<file path="src/rtl/vga_mode_sequencer.sv">
// Frame-synchronous test-pattern mode sequencer: debounces the board switches,
// optionally auto-cycles patterns, and swaps modes only at frame boundaries behind muted frames.
//
// state | meaning
// RUN   | mode_out stable, watching for a target that differs from mode_out
// ARM   | change pending, waiting for the frame boundary to apply it
// MUTE  | new mode applied, output blanked until the mute frame count expires
module vga_mode_sequencer #(
  parameter int MODE_WIDTH      = 3,
  parameter int NUM_MODES       = 8,
  parameter int RESET_MODE      = 0,
  parameter int DEBOUNCE_CYCLES = 65536,
  parameter int MUTE_FRAMES     = 2,
  parameter int AUTO_FRAMES     = 120
) (
  input  logic                  clk,
  input  logic                  rstn,
  input  logic [MODE_WIDTH-1:0] sw_mode,
  input  logic                  auto_en_raw,
  input  logic                  frame_end,
  output logic [MODE_WIDTH-1:0] mode_out,
  output logic                  mute,
  output logic                  mode_changed,
  output logic                  busy
);

  localparam int VW   = MODE_WIDTH + 1;
  localparam int DB_W = (DEBOUNCE_CYCLES > 1) ? $clog2(DEBOUNCE_CYCLES) : 1;
  localparam int MC_W = (MUTE_FRAMES > 1) ? $clog2(MUTE_FRAMES) : 1;
  localparam int AF_W = (AUTO_FRAMES > 1) ? $clog2(AUTO_FRAMES) : 1;

  localparam logic [MODE_WIDTH-1:0] RESET_CODE = MODE_WIDTH'(RESET_MODE);
  localparam logic [MODE_WIDTH-1:0] LAST_CODE  = MODE_WIDTH'(NUM_MODES - 1);
  localparam logic [MODE_WIDTH:0]   NUM_CODES  = (MODE_WIDTH + 1)'(NUM_MODES);
  localparam logic [VW-1:0]         VEC_RESET  = {1'b0, RESET_CODE};
  localparam logic [DB_W-1:0]       DB_LAST    = DB_W'(DEBOUNCE_CYCLES - 1);
  localparam logic [AF_W-1:0]       AF_LAST    = AF_W'(AUTO_FRAMES - 1);
  localparam logic [MC_W-1:0]       MC_INIT    = MC_W'((MUTE_FRAMES > 0) ? MUTE_FRAMES - 1 : 0);
  localparam bit                    USE_MUTE   = (MUTE_FRAMES > 0);

  typedef enum logic [1:0] {S_RUN, S_ARM, S_MUTE} state_t;

  state_t                state;
  logic [VW-1:0]         sync_q1, sync_q2, cand, deb;
  logic [DB_W-1:0]       db_cnt;
  logic [MC_W-1:0]       mute_cnt;
  logic [AF_W-1:0]       frame_cnt;
  logic [MODE_WIDTH-1:0] auto_mode;
  logic [MODE_WIDTH-1:0] req;
  logic [MODE_WIDTH-1:0] target;
  logic                  auto_en;

  always_ff @(posedge clk or negedge rstn) begin
    if (!rstn) begin
      sync_q1 <= VEC_RESET;
      sync_q2 <= VEC_RESET;
    end else begin
      sync_q1 <= {auto_en_raw, sw_mode};
      sync_q2 <= sync_q1;
    end
  end

  // The switch vector is debounced as one unit so auto_en and mode settle together.
  always_ff @(posedge clk or negedge rstn) begin
    if (!rstn) begin
      cand   <= VEC_RESET;
      deb    <= VEC_RESET;
      db_cnt <= '0;
    end else if (sync_q2 != cand) begin
      cand   <= sync_q2;
      db_cnt <= '0;
    end else if (db_cnt != DB_LAST) begin
      db_cnt <= db_cnt + 1'b1;
    end else begin
      deb <= cand;
    end
  end

  assign auto_en = deb[MODE_WIDTH];

  // Out-of-range codes fall back to the current mode, i.e. no request.
  always_comb begin
    req    = auto_en ? auto_mode : deb[MODE_WIDTH-1:0];
    target = ({1'b0, req} < NUM_CODES) ? req : mode_out;
  end

  always_ff @(posedge clk or negedge rstn) begin
    if (!rstn) begin
      auto_mode <= RESET_CODE;
      frame_cnt <= '0;
    end else if (!auto_en) begin
      auto_mode <= mode_out;
      frame_cnt <= '0;
    end else if (state == S_RUN && frame_end) begin
      if (frame_cnt == AF_LAST) begin
        frame_cnt <= '0;
        auto_mode <= (auto_mode == LAST_CODE) ? '0 : auto_mode + 1'b1;
      end else begin
        frame_cnt <= frame_cnt + 1'b1;
      end
    end
  end

  always_ff @(posedge clk or negedge rstn) begin
    if (!rstn) begin
      state        <= S_RUN;
      mode_out     <= RESET_CODE;
      mute         <= 1'b0;
      mode_changed <= 1'b0;
      busy         <= 1'b0;
      mute_cnt     <= '0;
    end else begin
      mode_changed <= 1'b0;
      case (state)
        S_RUN: begin
          // A frame_end in this cycle is deliberately ignored; ARM waits for the next one.
          if (target != mode_out) begin
            state <= S_ARM;
            busy  <= 1'b1;
          end
        end
        S_ARM: begin
          if (target == mode_out) begin
            state <= S_RUN;
            busy  <= 1'b0;
          end else if (frame_end) begin
            mode_out <= target;
            if (USE_MUTE) begin
              mute     <= 1'b1;
              mute_cnt <= MC_INIT;
              state    <= S_MUTE;
            end else begin
              mode_changed <= 1'b1;
              busy         <= 1'b0;
              state        <= S_RUN;
            end
          end
        end
        S_MUTE: begin
          if (frame_end) begin
            if (mute_cnt == '0) begin
              mute         <= 1'b0;
              mode_changed <= 1'b1;
              busy         <= 1'b0;
              state        <= S_RUN;
            end else begin
              mute_cnt <= mute_cnt - 1'b1;
            end
          end
        end
        default: begin
          state <= S_RUN;
          mute  <= 1'b0;
          busy  <= 1'b0;
        end
      endcase
    end
  end

endmodule
</file>
<file path="config.mk">
export PLATFORM = sky130hd
export DESIGN_NAME = vga_mode_sequencer
export DESIGN_NICKNAME = d
export VERILOG_FILES = /design/src/rtl/vga_mode_sequencer.sv
export SDC_FILE = /design/constraint.sdc
export NUM_CORES = 1
export LEC_CHECK = 0
export CAP_MARGIN = 20
export CORE_UTILIZATION = 60
export CTS_BUF_LIST = sky130_fd_sc_hd__clkbuf_8
export DETAILED_ROUTE_END_ITERATION = 8
export HOLD_SLACK_MARGIN = 0.02
export PLACE_DENSITY = 0.88
export SLEW_MARGIN = 5
export SYNTH_ARGS = -nofsm -noshare
export SYNTH_HDL_FRONTEND = slang
export SYNTH_SLANG_ARGS = --single-unit
</file>
<file path="constraint.sdc">
create_clock -name clk -period 2.8 [get_ports clk]
set_clock_uncertainty 0.2 [all_clocks]
set_input_delay 0.56 -clock clk [delete_from_list [all_inputs] [get_ports clk]]
set_output_delay 0.56 -clock clk [all_outputs]
set_load 0.01 [all_outputs]
</file>
==> summary.md, run 1 <==
| Metric | Value |
|---|---|
| Yosys warning count | 0 |
| H-tree depth | 2 |
| Hold_buf cts | 0 |
| Nets | 246 |
| Detail Placement HPWL | approximately 3100 um |
| Die height | approximately 65 um |
| Status | finished, final reports clean |
| Routability Congestion | between 0.8 and 0.9 |
| Syn_area_per_cell | 10.51 um^2 |
| Final worst-path cycle share | 0.8770 |
| Min Tclk post-route | approximately 2.5 ns |
| CTS tree | built |
| Placed instance count | between 200 and 300 |
| CTS max path bufs | 2 |
| Final hold vios | 0 |
| # DRC | 0 |
| Total congestion overflow | 0 |
| Final std cells w/o fill | between 200 and 300 |
| CTS root buffer | clkbuf_8 |
| R2r setup slk | around 0.58 ns |
| Die area | approximately 0.0042 mm^2 |
| Chip width | ~65 um |
| Switching power | 0.0002676 W |
| Worst Hold Slack | approximately 0.16 ns |
| Drt wl/cell | 15.73 um |
| Ports | 13 |
| # fillers | 286 |
| Pre-antenna DRT Iters | 4 |
| Clk_lat worst skew | around 0.30 ns |
| Post-Route WL | between 4000 and 5000 um |
| Number of diodes | 0 |
| Number of flops mapped to enable cells by yosys | 0 |
| Synthesized Nets | ~240 |
| Share of cells above drive strength 1 | 0.07203 |
| Initial antenna violation count | 0 |
| Final TNS setup | 0 ns |
| Starting Density | 0.6374 |
| Switch share | 0.2130 |
| Synth Instances | roughly 230 |
| CP endpoint | auto_mode[1] |
| Via-to-Cell Ratio | approximately 6 |
| Combinational share of power | 0.037 |
| Max Fclk | 407.3 MHz |
| Synth-to-Final Area Change | 10.17% |
| RSZ-0062 raised after global routing | false |
| Largest net degree at the start of global routing | 52 |
| R2r endpoint | auto_mode[1] |
| Power per Cell Area | 477.9 mW/mm^2 |
| Worst IR drop on VDD | between 0.3 and 0.4 mV |
| Core area | roughly 0.0037 mm^2 |
| DR iter-0 viols | 195 |
| Part of the power in the clock network | 0.365 |
| Sequential area share after synthesis | 0.5349 |
| Leak pwr | approximately 1.1 nW |
| Pint | 0.0009888 W |
| Largest fanout on the critical path | 4 |
| CP Capture Type | flop |
| Synthesized flop and latch total | 51 |
| Actual slew at the worst max-slew pin | 0.6227 ns |
| Critical path startpoint | frame_end |
| Max-slew violations | 0 |
| Max Cap Violations | 0 |
| Total clock sinks | between 50 and 60 |
| Final setup vio count | 0 |
| Critical Path Source Type | input pin |
| Port-buffer cells | 12 |
| GRT Overall Usage | 0.2482 |
| Ys async rst share | 1.000 |
| Detail Route Antenna Nets | 0 |
| R2r startpoint | state[0] |
| Post-Syn Area | between 0.002 and 0.0025 mm^2 |
| Seq pwr share | 0.598 |
| Hold/Removal Path Class | in2async |
| Distinct cell type count after synthesis | 40 |
| Max_slew headroom | 0.5849 |
| Cts repair resizes | 0 |
| Critical Path AT | ~2.4 ns |
| Data required, critical path | 2.74 ns |
| CP Class | in2reg |
| Via count | around 1700 |
| Main flop type after synthesis | dfrtp_1 |
| Vias in the first global route | around 1800 |
| Row count | 22 |
| CTS Buf Count | 5 |
| Worst-path clk slew | roughly 0.1 ns |
| Reg2Reg Depth | 5 |
| First-pass GRT wire length | 7955 um |
| Post-CTS Setup Inserts | 0 |
==> layout make-up <==
| class | instances | area, um^2 | area share |
|---|---|---|---|
| Tap cell | 48 | 60.06 | 0.02285 |
| Clock buffer | 7 | 96.34 | 0.03665 |
| Sequential cell | 51 | 1276 | 0.4855 |
| Inverter | 1 | 3.754 | 0.001428 |
| Timing Repair Buffer | 18 | 160.2 | 0.06092 |
| Clock inverter | 1 | 7.507 | 0.002856 |
| Multi-Input combinational cell | 158 | 1025 | 0.3898 |
==> critical path, stage by stage <==
cell and delay, ns:
clkdlybuf4s50_1 0.49, or3b_1 0.39, or4_4 0.53, buf_4 0.17, mux2i_1 0.17, a21oi_1 0.10
==> layer usage <==
layer | wire, um | vias to the layer above | track usage
li1 | - | 822 | -
met1 | 2000 | 856 | 0.3117
met3 | 159 | 9 | 0.04577
met4 | 64 | 0 | 0.08967
met5 | 0 | - | 0
met2 | 2243 | 43 | 0.4271
==> cells by family (layout without fill, tap and decap cells) <==
| logic type | count (synthesis) | after routing | synth area share |
|---|---|---|---|
| AO/OA/AOI/OAI | 43 | 43 | 0.1133 |
| XOR/XNOR | 10 | 10 | 0.03671 |
| adder cells (fa/ha/maj) | 4 | 4 | 0.02098 |
| buffers and inverters | 18 | 27 | 0.03566 |
| flip-flops | 51 | 51 | 0.5349 |
| multiplexers | 15 | 15 | 0.06502 |
| AND/OR/NAND/NOR | 86 | 86 | 0.1935 |
==> synthesized netlist by cell type (3+ instances only) <==
cell type / count / share of area
dfrtp_1: 51 / 0.53
nand2_1: 26 / 0.041
clkbuf_1: 13 / 0.020
o21ai_0: 13 / 0.027
nor3_1: 12 / 0.025
mux2i_1: 11 / 0.046
a21oi_1: 10 / 0.021
xnor2_1: 10 / 0.037
nand4_1: 7 / 0.018
nor2_1: 7 / 0.011
and4_1: 5 / 0.018
nand3_1: 5 / 0.010
nor2b_1: 5 / 0.013
and2_1: 4 / 0.010
ha_1: 4 / 0.021
mux2_1: 4 / 0.019
nand2b_1: 4 / 0.010
a21boi_0: 3 / 0.0094
a31oi_1: 3 / 0.0079
and3_1: 3 / 0.0079
o21ai_1: 3 / 0.0063
==> state kept, by name, indices dropped and copies added, names as in the netlist <==
register	cells
auto_mode	3
busy	1
cand	4
db_cnt	16
deb	4
frame_cnt	7
mode_changed	1
mode_out	3
mute	1
mute_cnt	1
state	2
sync_q1	4
sync_q2	4
==> worst min path at each step <==
stage,start,end,slack [ns]
after floorplan,rstn,auto_mode[0],0.06
after global placement,sync_q1[3],sync_q2[3],0.13
after detailed placement,sync_q1[3],sync_q2[3],0.14
after CTS,sync_q1[2],sync_q2[2],0.16
after global routing,sync_q1[0],sync_q2[0],0.17
final,rstn,db_cnt[1],0.16
==> placed cells by master (no fill, tap or decap), types with 4 or more instances in the layout <==
cell type,count
and2_1,4
nor2_1,7
mux2i_1,11
ha_1,4
nor2b_1,5
mux2_1,4
o21ai_0,13
clkdlybuf4s50_1,11
nand2b_1,4
nand2_1,26
nor3_1,12
dfrtp_1,51
a21oi_1,10
buf_4,6
xnor2_1,10
and4_1,5
clkbuf_8,7
nand4_1,7
nand3_1,5
==> stage by stage <==
| stage | cell area [um^2] | setup slack, ns | power, W | util |
|---|---|---|---|---|
| finish | 2629 | 0.3445 | 0.001256 | 0.7022 |
| global route | 2629 | 0.2952 | 0.001303 | 0.7022 |
| CTS | 2629 | 0.3682 | 0.001267 | 0.7022 |
| detailed placement | 2525 | 0.04084 | 0.0008144 | 0.6745 |
| global placement | 2525 | 0.1340 | 0.0008121 | 0.6745 |
| floorplan | 2386 | 0.4118 | 0.0007841 | - |
==> power groups by stage <==
stage	Sequential, W	Clock (W)	Combinational (W)
6_report	0.000751	0.000459	0.0000465
5_1_grt	0.000752	0.000498	0.0000534
4_1_cts	0.000751	0.000467	0.0000482
3_5_place_dp	0.000766	0	0.0000484
3_3_place_gp	0.000765	0	0.0000467
2_1_floorplan	0.000765	0	0.0000195
Power figures use the tool's default switching activity.
==> inputs of run 2 (changes only) <==
- CORE_ASPECT_RATIO: default -> 1.4
- clock period: 2.8 -> 3 ns (I/O delays scaled with it)
==> run 2 against run 1 <==
Against the previous run: non-clock buffer count is 1 lower; core utilization is 0.59 points lower; worst setup slack improved by 0.18 ns; cell count is 2.5% lower; via count shrank 3.2%; combinational power fell by 4.3%; critical path depth is 1 lower; sequential cell count is the same; clock power shrank 11%; cell area down 0.90%; wire length shrank 5.2%; largest power group unchanged.
==> summary.md, run 2 (synthesis results as in run 1) <==
| Metric | Value |
|---|---|
| Pre-antenna DRT Iters | 4 (unchanged) |
| Power per Cell Area | 443.7 mW/mm^2 (was 477.9 mW/mm^2) |
| Cts repair resizes | 0 (unchanged) |
| Top reg by flops | db_cnt (unchanged) |
| Core area | 0.003741 mm^2 (was 0.003744 mm^2) |
| Worst-path clk slew | 0.10 ns (about the same) |
| CTS root buffer | clkbuf_8 (unchanged) |
| # DRC | 0 (unchanged) |
| Hold_buf cts | 0 (unchanged) |
| DR iter-0 viols | 68 (was 195) |
| H-tree depth | 2 (unchanged) |
| Placement Setup Slack | 0.1883 ns (was 0.04084 ns) |
| Via count | 1675 (was 1730) |
| Status | finished, final reports clean (unchanged) |
| Largest fanout on the critical path | 5 (was 4) |
| Synth-to-Final Area Change | 9.177% (was 10.17%) |
| GRT Overall Usage | 0.2141 (was 0.2482) |
| Vias in the first global route | 1635 (was 1811) |
| CTS max path bufs | 2 (unchanged) |
| Commonest non-fill, non-tap cell in the layout | dfrtp_1 (unchanged) |
| CP Class | in2reg (unchanged) |
| Starting Density | 0.6378 (was 0.6374) |
| Die area | 0.004236 mm^2 (was 0.004233 mm^2) |
| Hold/Removal Path Class | in2async (unchanged) |
| Max-slew violations | 0 (unchanged) |
| Most frequent cells in the layout | dfrtp_1 (51), nand2_1 (26), o21ai_0 (13) (unchanged) |
| Initial antenna violation count | 0 (unchanged) |
| CTS Buf Count | 5 (unchanged) |
| RSZ-0062 raised after global routing | false (unchanged) |
| Setup slack after layout | 0.5232 ns (was 0.3445 ns) |
| Critical Path Source Type | input pin (unchanged) |
| Post-Route WL | 4237 um (was 4468 um) |
| Util after Layout | 0.6963 (was 0.7022) |
| Nets | 245 (was 246) |
| Max Cap Violations | 0 (unchanged) |
| Detail Placement HPWL | 3043 um (was 3062 um) |
| Worst IR drop on VDD | 0.4390 mV (was 0.3648 mV) |
| Critical Path AT | 2.51 ns (was 2.40 ns) |
| Max reg flops | 16 (unchanged) |
| Via-to-Cell Ratio | 6.047 (was 6.092) |
| Routability Congestion | 0.8066 (was 0.8499) |
| Die height | 76.62 um (was 65.06 um) |
| Clk_lat worst skew | 0.31 ns (was 0.30 ns) |
| Final worst-path cycle share | 0.8256 |
| Total Power | 0.001156 W (was 0.001256 W) |
| R2r startpoint | db_cnt[0] (was state[0]) |
| Ports | 13 (unchanged) |
| First-pass GRT wire length | 7113 um (was 7955 um) |
| Post-CTS Setup Inserts | 0 (unchanged) |
| Biggest regs | db_cnt (16), frame_cnt (7) (unchanged) |
| Row count | 26 (was 22) |
| Data required, critical path | 3.03 ns (was 2.74 ns) |
| Total congestion overflow | 0 (unchanged) |
| Final setup vio count | 0 (unchanged) |
| Share of cells above drive strength 1 | 0.06809 (was 0.07203) |
| Leak pwr | 1.112 nW (was 1.117 nW) |
| Final hold vios | 0 (unchanged) |
| Worst Hold Slack | 0.05302 ns (was 0.1559 ns) |
| Largest net degree at the start of global routing | 30 (was 52) |
| Final TNS setup | 0 ns (unchanged) |
| Drt wl/cell | 15.30 um (was 15.73 um) |
| Max Fclk | 403.8 MHz |
| CTS tree | built (unchanged) |
| Chip width | 55.30 um (was 65.06 um) |
| CP Capture Type | flop (unchanged) |
| Detail Route Antenna Nets | 0 (unchanged) |
| Total clock sinks | 51 (unchanged) |
| Max_slew headroom | 0.6464 (was 0.5849) |
| Critical path startpoint | frame_end (unchanged) |
| Min Tclk post-route | ~2.5 ns |
| Actual slew at the worst max-slew pin | 0.5263 ns (was 0.6227 ns) |
| Port-buffer cells | 12 (unchanged) |
| Number of diodes | 0 (unchanged) |
## run 2: cell count changes in the layout (fill, tap and decap cells not counted), sizes merged
cell | previous run | this run
buf | 7 | 6
clkinvlp | 1 | 0
clkbuf | 7 | 5
clkinv | 0 | 1
inv | 1 | 3
## run 2: worst max-delay path, stage by stage
cell and delay [ns]:
clkdlybuf4s50_1 0.47, or3b_1 0.37, or4_4 0.57, or3_1 0.33
a31oi_1 0.17
## run 2: routing by layer
layer / GRT usage / vias up / part of all wire
li1: - / 818 / -
met1: 0.2255 / 833 / 0.42
met2: 0.3964 / 18 / 0.54
met3: 0.04584 / 6 / 0.021
met4: 0.1000 / 0 / 0.017
met5: 0 / - / 0
## run 2: area by class of cell
class / count / area, um^2
clock buffer: 5 / 68.82
clock inverter: 3 / 26.28
fill: 299 / 1136
inverter: 1 / 3.754
multi-input combinational: 158 / 1025
sequential: 51 / 1276
tap: 42 / 52.55
timing repair buffer: 17 / 152.6
## run 2: metrics by stage
| step | cells | cell area [um^2] |
|---|---|---|
| final | 277 | 2605 |
| after global placement | 269 | 2510 |
| after CTS | 277 | 2605 |
| after detailed placement | 269 | 2510 |
| after global routing | 277 | 2605 |
| after floorplan | 227 | 2386 |
## run 2: final timing paths
| kind | endpoint | slack [ns] | depth (start not counted) |
|---|---|---|---|
| min in group clk | sync_q2[2] | 0.16 | 0 |
| max in group asynchronous | db_cnt[9] | 2.25 | 2 |
| min | mode_changed | 0.05 | 2 |
| max | auto_mode[0] | 0.52 | 5 |
| min reg2reg | sync_q2[2] | 0.16 | 0 |
| max reg2reg | deb[0] | 0.66 | 5 |
## run 2: where the power goes
part,internal (W),switching (W)
logic,0.0000180,0.0000265
registers,0.000696,0.00000552
clock network,0.000172,0.000238
total,0.000886,0.000270
==> inputs of run 3 (changes only) <==
- clock period: 3 -> 2.3 ns (I/O delays scaled with it)
==> run 3 against run 2 <==
Against the previous run: core utilization rose by 0.57 points; hold slack got worse by 0.014 ns; sequential cell count did not move; non-clock buffer count rose by 3; cell count rose by 1.1%; clock power rose by 31%; power rose by 30%; count of clock-buffer cells in the layout did not move; via count rose by 1.3%; sequential share of layout area fell by 0.40 points; largest power group unchanged; highest routed layer unchanged.
==> summary.md, run 3 (synthesis results as in run 1) <==
| Metric | Value |
|---|---|
| Placement Setup Slack | -0.3214 ns (was 0.1883 ns) |
| WP buf/inv | 0 (was 1) |
| First-pass GRT wire length | 7258 um (was 7113 um) |
| Multi-input gate area | 0.001025 mm^2 (unchanged) |
| Data required, critical path | 2.34 ns (was 3.03 ns) |
| CP Class | reg2reg (was in2reg) |
| Max-slew violations | 0 (unchanged) |
| Top reg by flops | db_cnt (unchanged) |
| Min Tclk post-route | a little over 2 ns |
| # fillers | 266 (was 299) |
| Pre-antenna DRT Iters | 4 (unchanged) |
| Final hold vios | 0 (unchanged) |
| Critical path startpoint | state[0] (was frame_end) |
| Most frequent cells in the layout | dfrtp_1 (51), nand2_1 (26), o21ai_0 (13) (unchanged) |
| Total Power | 0.001508 W (was 0.001156 W) |
| Die area | 0.004236 mm^2 (unchanged) |
| Switch share | 0.2352 (was 0.2339) |
| CP Capture Type | flop (unchanged) |
| GRT Overall Usage | 0.2198 (was 0.2141) |
| Routing usage on met2 | 0.3880 (was 0.3964) |
| Detail Placement HPWL | 3006 um (was 3043 um) |
| Max Fclk | around 480 MHz |
| CTS tree | built (unchanged) |
| Worst-path clk slew | 0.10 ns (about the same) |
| Number of diodes | 0 (unchanged) |
| Pint | 0.001153 W (was 0.0008856 W) |
| Commonest non-fill, non-tap cell in the layout | dfrtp_1 (unchanged) |
| Drt wl/cell | 14.96 um (was 15.30 um) |
| Actual slew at the worst max-slew pin | 0.6131 ns (was 0.5263 ns) |
| Total congestion overflow | 0 (unchanged) |
| CP endpoint | auto_mode[0] (unchanged) |
| Power per Cell Area | 574.2 mW/mm^2 (was 443.7 mW/mm^2) |
| Post-CTS Setup Inserts | 0 (unchanged) |
| Clk_lat worst skew | 0.31 ns (about the same) |
| Post-Route WL | 4189 um (was 4237 um) |
| Vias in the first global route | 1648 (was 1635) |
| Setup slack after layout | 0.2306 ns (was 0.5232 ns) |
| Core area | 0.003741 mm^2 (unchanged) |
| Seq pwr share | 0.607 (about the same) |
| Grt peak-use layer | met2 (unchanged) |
| Starting Density | 0.6378 (unchanged) |
| Routability Congestion | 0.8283 (was 0.8066) |
| Share of cells above drive strength 1 | 0.07983 (was 0.06809) |
| Max incr delay on CP | 0.46 ns (was 0.57 ns) |
| Port-buffer cells | 12 (unchanged) |
| H-tree depth | 2 (unchanged) |
| Worst Hold Slack | 0.03937 ns (was 0.05302 ns) |
| Max Cap Violations | 0 (unchanged) |
| Util after Layout | 0.7020 (was 0.6963) |
| DR iter-0 viols | 79 (was 68) |
| Switching power | 0.0003547 W (was 0.0002704 W) |
| R2r startpoint | state[0] (was db_cnt[0]) |
| Hold/Removal Path Class | in2async (unchanged) |
| Met3 Use GR | 0.04075 (was 0.04584) |
| Register area | 0.001276 mm^2 (unchanged) |
| Initial antenna violation count | 0 (unchanged) |
| Chip width | 55.30 um (unchanged) |
| Via count | 1696 (was 1675) |
| Die height | 76.62 um (unchanged) |
| CTS root buffer | clkbuf_8 (unchanged) |
| Synth-to-Final Area Change | 10.07% (was 9.177%) |
| Critical Path AT | 2.11 ns (was 2.51 ns) |
| Max_slew headroom | 0.5913 (was 0.6464) |
| Levels on crit path | 4 (was 5) |
| Biggest regs | db_cnt (16), frame_cnt (7) (unchanged) |
| Hold_buf cts | 0 (unchanged) |
| Largest net degree at the start of global routing | 52 (was 30) |
| CTS Buf Count | 5 (unchanged) |
| RSZ-0062 raised after global routing | false (unchanged) |
| # DRC | 0 (unchanged) |
| Row count | 26 (unchanged) |
| Leak pwr | 1.128 nW (was 1.112 nW) |
| CP delay by family, top | simple AND/OR/NAND/NOR gates (unchanged) |
| Met1 Resource Use GR | 0.2520 (was 0.2255) |
| Via-to-Cell Ratio | 6.057 (was 6.047) |
| Critical Path Source Type | flop (was input pin) |
| CP cell instances | or3b_1 -> or4_4 -> or3_1 -> a31oi_1 (was clkdlybuf4s50_1 -> or3b_1 -> or4_4 -> or3_1 -> a31oi_1) |
| Reg2Reg Depth | 4 (was 5) |
| Total clock sinks | 51 (unchanged) |
| Max reg flops | 16 (unchanged) |
| R2r endpoint | auto_mode[0] (was deb[0]) |
| Final setup vio count | 0 (unchanged) |
| Final TNS setup | 0 ns (unchanged) |
| Nets | 248 (was 245) |
| R2r setup slk | 0.23 ns (was 0.66 ns) |
| Detail Route Antenna Nets | 0 (unchanged) |
| Slowest-stage cell, CP | dfrtp_1 (was or4_4) |
| Final worst-path cycle share | 0.8997 |
| Part of the power in the clock network | 0.356 (was 0.355) |
| Cts repair resizes | 1 (was 0) |
| CTS max path bufs | 2 (unchanged) |
| Status | finished, final reports clean (unchanged) |
| Ports | 13 (unchanged) |
| Worst IR drop on VDD | 0.5251 mV (was 0.4390 mV) |
| Largest fanout on the critical path | 8 (was 5) |
| Combinational share of power | 0.037 (was 0.039) |
==> run 3: per-layer routing <==
metal / part of all wire / wire length (um) / vias up
met5: 0 / 0 / -
met4: 0.024 / 100 / 0
met3: 0.027 / 113 / 10
met2: 0.52 / 2191 / 30
met1: 0.43 / 1783 / 829
li1: - / - / 827
==> run 3: worst min path at each step <==
| stage | from | end | slack [ns] |
|---|---|---|---|
| after floorplan | rstn | auto_mode[0] | -0.04 |
| after global placement | sync_q1[3] | sync_q2[3] | 0.13 |
| after detailed placement | sync_q1[0] | sync_q2[0] | 0.14 |
| after CTS | rstn | mode_out[2] | 0.06 |
| after global routing | rstn | mode_out[2] | 0.11 |
| final | rstn | mute_cnt | 0.04 |
==> run 3: layout make-up <==
cell class / count / area share
Sequential cell: 51 / 0.4859
Multi-Input combinational cell: 158 / 0.3902
Timing Repair Buffer: 20 / 0.06622
Clock buffer: 5 / 0.02620
Tap cell: 42 / 0.02001
Clock inverter: 3 / 0.01000
Inverter: 1 / 0.001429
==> run 3: power groups by stage <==
stage               sequential (W)  clock [W]  combinational, W
finish                    0.000915   0.000537         0.0000557
global route              0.000917   0.000577         0.0000637
CTS                       0.000916   0.000548         0.0000576
detailed placement        0.000933          0         0.0000578
global placement          0.000931          0         0.0000564
floorplan                 0.000931          0         0.0000251
==> run 3: per-stage QoR <==
step	instances	area (um^2)
after floorplan	227	2399
after global placement	272	2532
after detailed placement	272	2532
after CTS	280	2626
after global routing	280	2626
final	280	2626
